[config.mk]
export PLATFORM = sky130hd
export DESIGN_NAME = id_ex_alu_issue
export DESIGN_NICKNAME = d
export VERILOG_FILES = /design/src/rtl/id_ex_alu_issue.sv
export SDC_FILE = /design/constraint.sdc
export NUM_CORES = 1
export LEC_CHECK = 0
export CAP_MARGIN = 0
export CELL_PAD_IN_SITES_DETAIL_PLACEMENT = 0
export CELL_PAD_IN_SITES_GLOBAL_PLACEMENT = 1
export CORE_ASPECT_RATIO = 1.4
export CORE_MARGIN = 3
export CORE_UTILIZATION = 31
export CTS_CLUSTER_DIAMETER = 60
export DETAILED_ROUTE_END_ITERATION = 12
export GPL_TIMING_DRIVEN = 0
export PLACE_DENSITY_LB_ADDON = 0.1
export SLEW_MARGIN = 10
export SYNTH_ARGS = -nofsm -noshare
export SYNTH_HDL_FRONTEND = slang
export SYNTH_SLANG_ARGS = --single-unit
[constraint.sdc]
create_clock -name clk -period 2.1 [get_ports clk]
set_clock_uncertainty 0.05 [all_clocks]
set_input_delay 0.42 -clock clk [delete_from_list [all_inputs] [get_ports clk]]
set_output_delay 0.42 -clock clk [all_outputs]
set_load 0.02 [all_outputs]
[src/rtl/id_ex_alu_issue.sv]
// id_ex_alu_issue: ID/EX register stage that decodes ALUOp/funct into the ALU code and issues operands
// Ports:
//   clk, reset                  rising-edge clock, synchronous active-high reset
//   valid_in, stall, flush      instruction-valid qualifier and hazard-unit hold/bubble controls
//   ALUOp, funct3, funct7_5     main-control class and funct fields feeding the ALU decode
//   rs1_data, rs2_data, imm     64-bit register reads and sign-extended immediate
//   alu_src                     selects imm instead of rs2_data as operand B
//   rd_in, *_in control bits    destination index and EX/MEM/WB controls carried forward
//   a, b, alu_ctrl, store_data  registered ALU operands, ALU code and store data
//   rd_out, control bits        registered destination and controls
//   valid_out, illegal          stage holds a real instruction / decode hit an unsupported funct
module id_ex_alu_issue (
  input  logic        clk,
  input  logic        reset,
  input  logic        valid_in,
  input  logic        stall,
  input  logic        flush,
  input  logic [1:0]  ALUOp,
  input  logic [2:0]  funct3,
  input  logic        funct7_5,
  input  logic [63:0] rs1_data,
  input  logic [63:0] rs2_data,
  input  logic [63:0] imm,
  input  logic        alu_src,
  input  logic [4:0]  rd_in,
  input  logic        reg_write_in,
  input  logic        mem_read_in,
  input  logic        mem_write_in,
  input  logic        branch_in,
  input  logic        mem_to_reg_in,
  output logic [63:0] a,
  output logic [63:0] b,
  output logic [3:0]  alu_ctrl,
  output logic [63:0] store_data,
  output logic [4:0]  rd_out,
  output logic        reg_write,
  output logic        mem_read,
  output logic        mem_write,
  output logic        branch,
  output logic        mem_to_reg,
  output logic        valid_out,
  output logic        illegal
);
  localparam logic [3:0] ALU_AND = 4'b0000;
  localparam logic [3:0] ALU_OR  = 4'b0001;
  localparam logic [3:0] ALU_ADD = 4'b0010;
  localparam logic [3:0] ALU_SUB = 4'b0110;
  localparam logic [3:0] ALU_LT  = 4'b0100;
  logic [63:0] r_a, r_b, r_store_data;
  logic [3:0]  r_alu_ctrl;
  logic [4:0]  r_rd;
  logic        r_reg_write, r_mem_read, r_mem_write, r_branch, r_mem_to_reg, r_valid, r_illegal;
  logic [3:0]  w_code;
  logic        w_illegal;
  logic [3:0]  w_rkey;
  logic        w_bubble;
  assign w_rkey = {funct7_5, funct3};
  // R-type uses funct7_5 to split ADD/SUB; I-type ignores it, so SUB is never legal there.
  always_comb begin
    w_code    = ALU_ADD;
    w_illegal = 1'b0;
    case (ALUOp)
      2'b00: w_code = ALU_ADD;
      2'b01: w_code = ALU_SUB;
      2'b10: case (w_rkey)
        4'b0000: w_code = ALU_ADD;
        4'b1000: w_code = ALU_SUB;
        4'b0111: w_code = ALU_AND;
        4'b0110: w_code = ALU_OR;
        4'b0010: w_code = ALU_LT;
        default: w_illegal = 1'b1;
      endcase
      default: case (funct3)
        3'b000:  w_code = ALU_ADD;
        3'b111:  w_code = ALU_AND;
        3'b110:  w_code = ALU_OR;
        3'b010:  w_code = ALU_LT;
        default: w_illegal = 1'b1;
      endcase
    endcase
  end
  // Flush beats stall; a non-stalled load of a non-valid slot is also a bubble.
  assign w_bubble = flush || (!stall && !valid_in);
  always_ff @(posedge clk) begin
    if (reset || w_bubble) begin
      r_a          <= '0;
      r_b          <= '0;
      r_store_data <= '0;
      r_alu_ctrl   <= ALU_ADD;
      r_rd         <= '0;
      r_reg_write  <= 1'b0;
      r_mem_read   <= 1'b0;
      r_mem_write  <= 1'b0;
      r_branch     <= 1'b0;
      r_mem_to_reg <= 1'b0;
      r_valid      <= 1'b0;
      r_illegal    <= 1'b0;
    end else if (!stall) begin
      r_a          <= rs1_data;
      r_b          <= alu_src ? imm : rs2_data;
      r_store_data <= rs2_data;
      r_alu_ctrl   <= w_code;
      r_rd         <= rd_in;
      r_reg_write  <= reg_write_in;
      r_mem_read   <= mem_read_in;
      r_mem_write  <= mem_write_in;
      r_branch     <= branch_in;
      r_mem_to_reg <= mem_to_reg_in;
      r_valid      <= 1'b1;
      r_illegal    <= w_illegal;
    end
  end
  assign a          = r_a;
  assign b          = r_b;
  assign store_data = r_store_data;
  assign alu_ctrl   = r_alu_ctrl;
  assign rd_out     = r_rd;
  assign reg_write  = r_reg_write;
  assign mem_read   = r_mem_read;
  assign mem_write  = r_mem_write;
  assign branch     = r_branch;
  assign mem_to_reg = r_mem_to_reg;
  assign valid_out  = r_valid;
  assign illegal    = r_illegal;
endmodule

==> summary.txt <==
GRT
  – First-pass GRT wire length: between 40,000 and 50,000 um
  – Vias in the first global route: between 6,000 and 7,000
  – GRT Util Overall: about a fifth
  – Total global routing overflow: 0
  – Largest net degree at the start of global routing: 14
  – Initial antenna violation count: 3

Route
  – ANT nets after route: 0
  – Vias/cell: 4.51
  – Routed len/inst: around 18 um
  – Number of remaining DRC errors: 0
  – Initial drt markers: around 120
  – DR pass1 iterations: 4
  – Via count: just under 7,000
  – Drt total wl: roughly 28,000 um

Power and ir drop
  – Peak supply drop: about 0.53 mV
  – Leak: approximately 5.4 nW
  – P per Cell Area: just under 700 nW/um2

Die
  – Die Y: about 200 um
  – Starting Density: 31.7%
  – I/O Pins: 422
  – Core Rows: slightly below 70
  – Die area: approximately 28,000 um2
  – Core area: between 20,000 and 30,000 um2
  – Die W: between 100 and 150 um

Worst setup path
  – Reg-to-reg startpoint: alu_ctrl[1]
  – Critical path capture point type: output port
  – Largest fanout on the critical path: 2
  – CP Cell Sequence: clkdlybuf4s50_1
  – Max stage delay on crit path: between 0.6 and 0.7 ns
  – WP data arrival: between 1.5 and 2 ns
  – Crit path buf inv count: 1
  – FF-to-FF path depth: 2
  – CP delay by family, top: buffers and inverters
  – Critical path startpoint category: flip-flop
  – Slowest-stage cell, CP: clkdlybuf4s50_1
  – Data required, critical path: between 1.5 and 2 ns
  – Reg2reg setup slack: approximately 1.3 ns
  – RR Endpoint: alu_ctrl[1]
  – Setup CP Type: reg -> out

Synth
  – Seq cells post-synth: about 210
  – Synth Net Count: 970
  – Register area share after synthesis: 51.0%
  – Number of warnings issued by yosys: 0
  – Mapped cell area: between 8000 and 9000 um2
  – Synth area leaders: dfxtp_1 51%, mux2i_1 25%, nor2_1 9.5%, mux2_2 8.9%, buf_4 1.8%
  – Largest area contributor in the netlist: dfxtp_1
  – Average size of a mapped cell: ~11 um2
  – Yosys top cell area share: approximately 51%
  – Mapped Cells: between 700 and 800
  – Synth cell types: 24

Clocking
  – CTS tree: done
  – Clk slew on worst S/H paths: around 0.06 ns
  – Post-CTS Setup Bufs: 0
  – Number of H-tree levels: 1
  – Root Buffer: clkbuf_16
  – Skew-Pair Late Insertion Delay: 0.49 ns
  – Hold-fix buffers at CTS: 0
  – Sink Count: about 210
  – Clock buffer count from CTS: 21
  – Quantity of gates resized following cts: 0
  – CTS max path bufs: 3

Timing
  – Hold_ws: 0.413 ns
  – Tightest Pin Transition: roughly 0.53 ns
  – Fmax: between 500 and 600 MHz
  – Finish-stage setup viols: 0
  – Period utilization: between 90% and 100%
  – Final WS setup: just over 0.1 ns
  – Max-slew violations: 0
  – RSZ-0062 raised after global routing: false
  – Hold Fails Final Rpt: 0
  – Max_slew headroom: ~65%
  – Min Tclk post-route: approximately 2 ns

Min path
  – Min-delay worst type: reg -> reg
  – Hold path endpoint: illegal
  – Cells on Worst Hold Path: 2
  – Hold path start: illegal

Final layout
  – Layout cell share with drive strength beyond 1: between 10% and 20%
  – Fill count: roughly 2,400
  – Area grow syn2layout: 63.8%
  – Total Nets Final: about 1,400
  – Finished Layout Cells: about 1,500
  – Final core utilization: 51.9%

Placement
  – RD Place Congestion: ~0.75
  – # port buffers: between 400 and 500
  – Place WS: -0.0859 ns
  – Hpwl dp: 22,100 um
  – Placed instance count: approximately 1,500

Run status
  – Outcome: complete, no violations

Run
  – Maxcap violations: 0
## area by class of cell
| class | count | area [um2] | area share [%] |
|---|---|---|---|
| clock inverters | 3 | 15.0 | 0.113 |
| multi-input cells | 492 | 3660 | 27.5 |
| repair buffers | 418 | 4180 | 31.4 |
| clock buffers | 27 | 578 | 4.34 |
| plain buffers | 54 | 312 | 2.34 |
| diodes | 3 | 7.51 | 0.0564 |
| inverters | 3 | 11.3 | 0.0846 |
| flip-flops and latches | 207 | 4140 | 31.1 |
| well taps | 319 | 399 | 3.00 |
## where the power goes
group	leakage, nW	switching, W	internal, W
Sequential	1.68	0.0000548	0.00404
Combinational	3.46	0.000616	0.000848
Clock	0.296	0.00152	0.00191
## per-stage QoR
| step | setup TNS (ns) | power, W | cell area [um2] |
|---|---|---|---|
| 6_report | 0 | 0.00899 | 13300 |
| 5_1_grt | 0 | 0.00939 | 13300 |
| 4_1_cts | 0 | 0.00917 | 13300 |
| 3_5_place_dp | -6.16 | 0.00566 | 12700 |
| 3_3_place_gp | -1.95 | 0.00566 | 12700 |
| 2_1_floorplan | 0 | 0.00488 | 8130 |
## logic make-up after synthesis
group / synth area share, %
multiplexers: 33.7
AND/OR/NAND/NOR: 10.4
flip-flops: 51.0
buffers and inverters: 3.97
AO/OA/AOI/OAI: 0.770
XOR/XNOR: 0.108
other: 0.0461
## how the worst max path moves through the flow
| stage | startpoint | to | cells past startpoint |
|---|---|---|---|
| after floorplan | alu_src | b[10] | 5 |
| after global placement | valid_in | b[26] | 5 |
| after detailed placement | valid_in | b[19] | 5 |
| after CTS | store_data[4] | store_data[4] | 1 |
| after global routing | store_data[4] | store_data[4] | 1 |
| final | store_data[4] | store_data[4] | 1 |
## per-layer routing
metal,up-vias,routed length [um],track usage (%)
met5,-,0,0
met4,0,629,5.64
met3,34,2730,7.07
met2,286,14300,33.9
met1,3133,10600,20.6
li1,3422,-,-
## Yosys cell counts
cell type and number:
nand3b_1 1, and3b_1 1, nand4_1 1, a221oi_1 1, o21ai_2 1, a311oi_1 1, nand2b_1 4, buf_4 20
dfxtp_1 207, a311o_1 1, a32oi_1 1, a21o_1 1, xor2_1 1, a21oi_1 2, mux2_2 64, nor2b_1 2
nand4b_1 1, buf_2 27, inv_1 3, clkbuf_1 7, mux2i_1 202, nand2_1 1, nor2_1 205, conb_1 1
## cells in the final DEF (no fill, tap or decap), types with 2 or more instances in the layout
| master | synthesis | routed |
|---|---|---|
| diode_2 | 0 | 3 |
| clkbuf_16 | 0 | 21 |
| clkinv_2 | 0 | 3 |
| clkbuf_1 | 7 | 10 |
| a21oi_1 | 2 | 2 |
| dfxtp_1 | 207 | 207 |
| buf_4 | 20 | 20 |
| nand2b_1 | 4 | 4 |
| mux2i_1 | 202 | 202 |
| buf_2 | 27 | 27 |
| clkdlybuf4s50_1 | 0 | 418 |
| inv_1 | 3 | 3 |
| nor2_1 | 205 | 205 |
| mux2_2 | 64 | 64 |
| nor2b_1 | 2 | 2 |
| clkbuf_8 | 0 | 3 |
Power figures use the tool's default switching activity.
